$ cat src/rtl/axi4_reg_target.sv
// AXI4 single-beat subordinate: turns AW/W/AR into one register-port access, with window decode, alignment check and timeout.
// Latency: handshake N -> reg_req N+1 -> b_valid/r_valid N+2 when reg_ack comes at once.
// Backpressure: one transaction in flight; every ready stays low until the B/R response is taken.
module axi4_reg_target #(
    parameter int              ALEN    = 32,
    parameter int              XLEN    = 32,
    parameter int              IDLEN   = 5,
    parameter logic [ALEN-1:0] REGMAP  = 32'h1_0000,
    parameter int unsigned     REGSPAN = 32'h100,
    parameter int              TIMEOUT = 16,
    localparam int             OFFW    = $clog2(REGSPAN),
    localparam int             SW      = XLEN / 8
) (
    input  logic             clk,
    input  logic             rst,
    input  logic [ALEN-1:0]  aw_addr,
    input  logic [IDLEN-1:0] aw_id,
    input  logic             aw_valid,
    output logic             aw_ready,
    input  logic [XLEN-1:0]  w_data,
    input  logic [SW-1:0]    w_strb,
    input  logic             w_valid,
    output logic             w_ready,
    output logic [IDLEN-1:0] b_id,
    output logic [1:0]       b_resp,
    output logic             b_valid,
    input  logic             b_ready,
    input  logic [ALEN-1:0]  ar_addr,
    input  logic [IDLEN-1:0] ar_id,
    input  logic             ar_valid,
    output logic             ar_ready,
    output logic [XLEN-1:0]  r_data,
    output logic [IDLEN-1:0] r_id,
    output logic [1:0]       r_resp,
    output logic             r_last,
    output logic             r_valid,
    input  logic             r_ready,
    output logic             reg_req,
    output logic             reg_we,
    output logic [OFFW-1:0]  reg_addr,
    output logic [XLEN-1:0]  reg_wdata,
    output logic [SW-1:0]    reg_wstrb,
    input  logic [XLEN-1:0]  reg_rdata,
    input  logic             reg_ack,
    input  logic             reg_err
);
    typedef enum logic [2:0] {IDLE, WDATA, WADDR, WACC, BRESP, RACC, RRESP} state_t;

    typedef struct packed {
        logic [ALEN-1:0]  addr;
        logic [IDLEN-1:0] id;
        logic [XLEN-1:0]  wdata;
        logic [SW-1:0]    wstrb;
    } hdr_t;

    localparam logic [1:0] OKAY   = 2'b00;
    localparam logic [1:0] SLVERR = 2'b10;
    localparam logic [1:0] DECERR = 2'b11;
    localparam int         CW     = $clog2(TIMEOUT + 1);

    state_t          state, nxt;
    hdr_t            hdr_q;
    logic            prio_w;
    logic [1:0]      resp_q;
    logic [XLEN-1:0] rdata_q;
    logic [CW-1:0]   cnt;
    logic            wr_req, grant_w, grant_r, acc, expired;
    logic [ALEN-1:0] off;
    logic [1:0]      dec_resp;

    // A lone AW or W only competes for the bus when no read is waiting.
    assign wr_req  = (aw_valid && w_valid) || ((aw_valid || w_valid) && !ar_valid);
    assign grant_w = wr_req && (prio_w || !ar_valid);
    assign grant_r = ar_valid && !grant_w;
    assign acc     = (state == WACC) || (state == RACC);
    assign off     = hdr_q.addr - REGMAP;
    assign expired = (cnt == CW'(TIMEOUT - 1));

    always_comb begin
        if (off >= ALEN'(REGSPAN))
            dec_resp = DECERR;
        else if (hdr_q.addr[1:0] != 2'b00)
            dec_resp = SLVERR;
        else
            dec_resp = OKAY;
    end

    always_comb begin
        nxt      = state;
        aw_ready = 1'b0;
        w_ready  = 1'b0;
        ar_ready = 1'b0;
        reg_req  = 1'b0;
        case (state)
            IDLE: begin
                aw_ready = grant_w;
                w_ready  = grant_w;
                ar_ready = grant_r;
                if (grant_w)
                    nxt = (aw_valid && w_valid) ? WACC : (aw_valid ? WDATA : WADDR);
                else if (grant_r)
                    nxt = RACC;
            end
            WDATA: begin
                w_ready = 1'b1;
                if (w_valid) nxt = WACC;
            end
            WADDR: begin
                aw_ready = 1'b1;
                if (aw_valid) nxt = WACC;
            end
            WACC, RACC: begin
                if (dec_resp != OKAY) begin
                    nxt = (state == WACC) ? BRESP : RRESP;
                end else begin
                    reg_req = 1'b1;
                    if (reg_ack || expired) nxt = (state == WACC) ? BRESP : RRESP;
                end
            end
            BRESP:   if (b_ready) nxt = IDLE;
            RRESP:   if (r_ready) nxt = IDLE;
            default: nxt = IDLE;
        endcase
    end

    always_ff @(posedge clk) begin
        if (rst) begin
            state   <= IDLE;
            prio_w  <= 1'b1;
            hdr_q   <= '0;
            resp_q  <= OKAY;
            rdata_q <= '0;
            cnt     <= '0;
        end else begin
            state <= nxt;
            if (aw_ready && aw_valid) begin
                hdr_q.addr <= aw_addr;
                hdr_q.id   <= aw_id;
            end
            if (w_ready && w_valid) begin
                hdr_q.wdata <= w_data;
                hdr_q.wstrb <= w_strb;
            end
            if (ar_ready && ar_valid) begin
                hdr_q.addr <= ar_addr;
                hdr_q.id   <= ar_id;
            end
            // Read data defaults to zero so decode errors and timeouts return nothing stale.
            if (state == IDLE && (grant_w || grant_r)) begin
                prio_w  <= !prio_w;
                rdata_q <= '0;
            end
            cnt <= acc ? cnt + 1'b1 : '0;
            if (acc) begin
                if (dec_resp != OKAY) begin
                    resp_q <= dec_resp;
                end else if (reg_ack) begin
                    resp_q <= reg_err ? SLVERR : OKAY;
                    if (state == RACC) rdata_q <= reg_rdata;
                end else if (expired) begin
                    resp_q <= SLVERR;
                end
            end
        end
    end

    assign reg_we    = (state == WACC);
    assign reg_addr  = acc ? off[OFFW-1:0] : '0;
    assign reg_wdata = hdr_q.wdata;
    assign reg_wstrb = hdr_q.wstrb;
    assign b_valid   = (state == BRESP);
    assign r_valid   = (state == RRESP);
    assign r_last    = r_valid;
    assign b_id      = hdr_q.id;
    assign r_id      = hdr_q.id;
    assign b_resp    = resp_q;
    assign r_resp    = resp_q;
    assign r_data    = rdata_q;
endmodule

$ cat config.mk
export PLATFORM = sky130hd
export DESIGN_NAME = axi4_reg_target
export DESIGN_NICKNAME = d
export VERILOG_FILES = /design/src/rtl/axi4_reg_target.sv
export SDC_FILE = /design/constraint.sdc
export NUM_CORES = 1
export LEC_CHECK = 0
export ABC_CLOCK_PERIOD_IN_PS = 2000
export BUFFER_PORTS_ARGS = -buffer_cell sky130_fd_sc_hd__buf_2
export CORE_ASPECT_RATIO = 1.5
export CORE_MARGIN = 1.5
export CORE_UTILIZATION = 49
export CTS_BUF_LIST = sky130_fd_sc_hd__clkbuf_8
export CTS_CLUSTER_SIZE = 12
export DETAILED_ROUTE_END_ITERATION = 16
export PLACE_DENSITY = 0.89
export SYNTH_ARGS = -nofsm -noshare
export SYNTH_HDL_FRONTEND = slang
export SYNTH_SLANG_ARGS = --single-unit
$ cat constraint.sdc
create_clock -name clk -period 2 [get_ports clk]
set_clock_uncertainty 0.05 [all_clocks]
set_input_delay 0.5 -clock clk [delete_from_list [all_inputs] [get_ports clk]]
set_output_delay 0.5 -clock clk [all_outputs]
set_load 0.02 [all_outputs]
Yosys cells after proc, flatten, opt, wreduce, memory -nomap -nowiden
Index checks and enable logic that the tools add are counted.
W data, S select, Z words.
{ "op_classes": {"n_addsub": 2, "order_cmp": 1, "eq_ne": 13, "n_mux": 31, "bitwise": 1, "n_reduce_logical": 26} }
{ "ops": {"columns": ["operator", "n"], "rows": [
  ["$mux W32", 5],
  ["$mux W37", 2],
  ["$ge A32 B9 Y1 const B", 1],
  ["$sub A32 B17 Y32 const B", 1],
  ["$mux W3", 8],
  ["$mux W2", 9],
  ["$pmux W3 S6", 1],
  ["$eq A3 B3 Y1 const B", 3],
  ["$logic_and A1 B1 Y1", 8],
  ["$mux W8", 1],
  ["$eq A3 B2 Y1 const B", 2],
  ["$logic_or A1 B1 Y1", 6],
  ["$ne A3 B3 Y1 const B", 2],
  ["$reduce_and A6 Y1", 1],
  ["$reduce_bool A2 Y1", 3],
  ["$add A5 B1 Y5 const B", 1],
  ["$eq A5 B4 Y1 const B", 1],
  ["$ne A2 B1 Y1 const B", 2],
  ["$ne A2 B2 Y1 const B", 2],
  ["$pmux W1 S2", 2],
  ["$reduce_or A2 Y1", 2],
  ["$eq A3 B1 Y1 const B", 1],
  ["$logic_not A1 Y1", 3],
  ["$logic_not A3 Y1", 1],
  ["4 further kinds", 6]
]} }
{ "word_totals": {"register_bits": 116} }

Longest topological paths before layout
{ "depth": {"word_depth": 13, "depth_mapped": 7, "ltp_nobuf": 7} }

Worst setup path after synthesis
OpenSTA, ideal clock, no wires.
{ "synth_timing": {"kind": "flip-flop to output port", "from": "register hdr_q[55] (netlist bit)", "to": "output reg_req", "t_arrival_ns": 1.747, "path_slack_ns": -0.297, "stages_incl_launch_ff": 5, "path_cell_list": "dfxtp_1 nor4b_4 nand4_4 clkbuf_1 nor4_1"} }
{ "synth_via": {"elab_chain_cells": 6} }
{ "synth_rtl": {"columns": ["item", "line_no", "rtl"], "rows": [
  ["from (decl)", "62", "hdr_t hdr_q;"],
  ["$sub A32 B17 Y32", "76", "assign off = hdr_q.addr - REGMAP;"],
  ["$ge A32 B9 Y1", "80", "if (off >= ALEN'(REGSPAN))"],
  ["$mux W2", "80", null],
  ["$reduce_bool A2 Y1", "113", "if (dec_resp != OKAY) begin"],
  ["$mux W1", "113", null],
  ["$mux W1", "94", "case (state)"],
  ["to (decl)", "38", "output logic reg_req,"]
]} }
No other way between the ends.

Final worst setup path
{ "layout_timing": {"from": "register hdr_q[62] (netlist bit)", "to": "output reg_req"} }
Same word-level chain as after synthesis.

==> results.txt <==
outcome -> finished with violations
violated checks -> negative setup slack
Synthesis Warnings -> 0
Pins Over Slew Limit -> 0
DP Cell Count -> 953
Setup crit end kind -> primary output
r2r setup slk -> -0.02 ns
synthesized area per cell -> 8.71 um^2
Non-Filler Instances -> 1000
H-tree depth -> 4
Rows -> 47
starting density of the core -> 0.500
die height -> 133 um
M1 WL -> 5560 um
DRT antenna net count -> 0
largest net degree at the start of global routing -> 75
minimum clock period -> 2.24 ns
DRC viols -> 0
Skew-Pair Late Insertion Delay -> 0.42 ns
worst-margin pin slew -> 0.512 ns
core area -> 11000 um^2
nets@finish -> 994
share of cells above drive strength 1 -> 0.421
crit path max fanout -> 2
RSZ-0062 raised after global routing -> true
vias post-DR -> 5180
Avg WL per Cell -> 14.8 um
hold_buf cts -> 0
clock transition at the registers of the reported paths -> 0.07 ns
worst path bufs/invs -> 1
IO buf count -> 248
total CTS buffers -> 17
Hold Fails Final Rpt -> 0
CP max-delay cell -> dfxtp_2
fin crit share -> 1.12
achievable frequency -> 447 MHz
synthesis-to-finish area growth -> 34.2%
HP Class -> primary input to flop
grt total ovfl -> 0
logic depth of the worst path, buffers included -> 4
sequential-to-total area share from yosys stat -> 0.422
CTS tree -> yes
CP startpoint kind -> flop
Via density -> 5.18
commonest non-fill, non-tap cells in the layout -> 238 x buf_2, 130 x nand2_1, 108 x dfxtp_1
flops & latches, synth -> 116
WHS -> 0.261 ns
Final setup violation count -> 20
n_diodes -> 0
Syn Inst Count -> 632
worst reg-to-reg path cell count -> 7
Root Driver -> clkbuf_8
relative slew slack -> 0.659
maximum clock path buffer count -> 2
smallest setup slack after layout -> -0.237 ns
dpl hpwl -> 10300 um
commonest non-fill, non-tap cell in the layout -> buf_2
Post-Layout Inst Area -> 7390 um^2
DR top layer -> met4
max_cap viols -> 0
vias in the first global route -> 4663
first-pass GRT wire length -> 21700 um
cell family with most CP delay -> simple AND/OR/NAND/NOR gates
Total GRT Usage -> 0.236
initial antenna violation count -> 0
Mapped Area -> 5500 um^2
metal3 WL -> 869 um
Die X -> 89.5 um
Cell Pwr Density -> 1180 nW/um^2
Pleak -> 3.53 nW
Met2 Wirelength -> 7960 um
clock tree sinks -> 116
Post-Place Setup Slack -> -0.0456 ns
WS Path Type -> flop to primary output
CP required -> 1.45 ns
post-synth cell types -> 47
crit path DAT -> 1.69 ns
peak supply drop -> 578 uV
Initial DRC Count -> 147
DR pass1 iterations -> 4
I/O pin total -> 249
final wirelength -> 14800 um
max incr delay on CP -> 0.34 ns
Net Count, Synth -> 785
crit-path cells -> nor4b_4 > nand4_4 > nor4_4 > buf_4
number of cells on the worst hold path -> 3
gp weighted congestion -> 0.845
placed inst area -> 6610 um^2
full die area -> 11900 um^2
worst paths after layout:
| check | startpoint | end |
|---|---|---|
| setup / recovery | hdr_q[62]$_SDFFE_PP0P_ | reg_req |
| hold / removal | reg_rdata[18] | r_data[18]$_SDFF_PP0_ |
| setup reg to reg | hdr_q[62]$_SDFFE_PP0P_ | state[1]$_SDFFE_PP0P_ |
| hold reg to reg | reg_wdata[1]$_SDFFE_PP0P_ | reg_wdata[1]$_SDFFE_PP0P_ |
state kept, by name, indices dropped and copies added, names as in the netlist:
name       cells
hdr_q         32
r_data        32
reg_wdata     32
b_id           5
cnt            5
reg_wstrb      4
state          3
b_resp         2
prio_w         1
worst min-delay path, cell delays in order:
cell     delay, ns
buf_2         0.09
nand2_1       0.04
mux2i_1       0.05
power breakdown:
group	leakage (nW)	internal [mW]	switching, mW
sequential	0.951	2.77	0.390
combinational	2.39	1.63	2.00
clock	0.189	1.02	0.925
total	3.53	5.41	3.32
stage by stage:
stage / setup TNS, ns / utilization / power (mW)
3_5_place_dp: -0.0456 / 0.601 / 6.27
5_1_grt: -3.16 / 0.672 / 9.25
3_3_place_gp: 0 / 0.601 / 6.20
6_report: -0.739 / 0.672 / 8.73
4_1_cts: -0.843 / 0.647 / 8.47
2_1_floorplan: 0 / - / 5.49
cell families (layout without fill, tap and decap cells):
| group | after synthesis | in the layout | synth area share |
|---|---|---|---|
| AOI/OAI and AO/OA | 109 | 109 | 0.138 |
| xor gates and xnor gates | 5 | 5 | 0.00796 |
| adders and majority gates | 2 | 2 | 0.00455 |
| buffers and inverters | 104 | 324 | 0.115 |
| DFF | 116 | 116 | 0.422 |
| muxes | 59 | 59 | 0.108 |
| and+or+nand+nor | 237 | 238 | 0.205 |
per-layer routing:
metal	track usage	up-vias
li1	-	2572
met1	0.251	2380
met2	0.414	193
met3	0.0643	35
met4	0.117	0
met5	0	-
layout make-up:
class	instances	area [um^2]
Fill cell	951	3610
Sequential cell	116	2340
Inverter	7	32.5
Multi-Input combinational cell	413	2740
Timing Repair Buffer	286	1730
Clock inverter	12	91.3
Clock buffer	19	262
Tap cell	147	184
synthesized netlist by cell type (all sizes together):
cell type / count / area, um^2
nand2: 130 / 488
dfxtp: 116 / 2320
buf: 65 / 488
mux2i: 58 / 581
nor2: 49 / 184
a21oi: 41 / 205
a211oi: 39 / 293
clkbuf: 32 / 120
nor4: 20 / 185
a41o: 11 / 110
and2: 10 / 62.6
inv: 6 / 22.5
nor3: 5 / 25.0
and3: 4 / 25.0
nand2b: 4 / 25.0
nand3: 4 / 20.0
o21ai: 3 / 15.0
or3: 3 / 23.8
xor2: 3 / 26.3
ha: 2 / 25.0
nand4: 2 / 27.5
o21a: 2 / 15.0
o22ai: 2 / 12.5
o311ai: 2 / 32.5
xnor2: 2 / 17.5
a221oi: 1 / 8.76
a31oi: 1 / 6.26
a32oi: 1 / 8.76
clkinv: 1 / 3.75
mux2: 1 / 11.3
nand3b: 1 / 7.51
nand4b: 1 / 8.76
nor2b: 1 / 6.26
nor3b: 1 / 7.51
nor4b: 1 / 23.8
o211a: 1 / 10.0
o211ai: 1 / 7.51
o21bai: 1 / 7.51
o221ai: 1 / 8.76
o311a: 1 / 10.0
o32ai: 1 / 8.76
or2: 1 / 6.26
timing repair:
action / in CTS / in global routing
pin swaps: 5 / 15
setup buffers: 4 / 8
cloned: 0 / 4
setup endpoints to repair: 15 / 32
gates resized for setup: 32 / 41
Power figures use the tool's default switching activity.
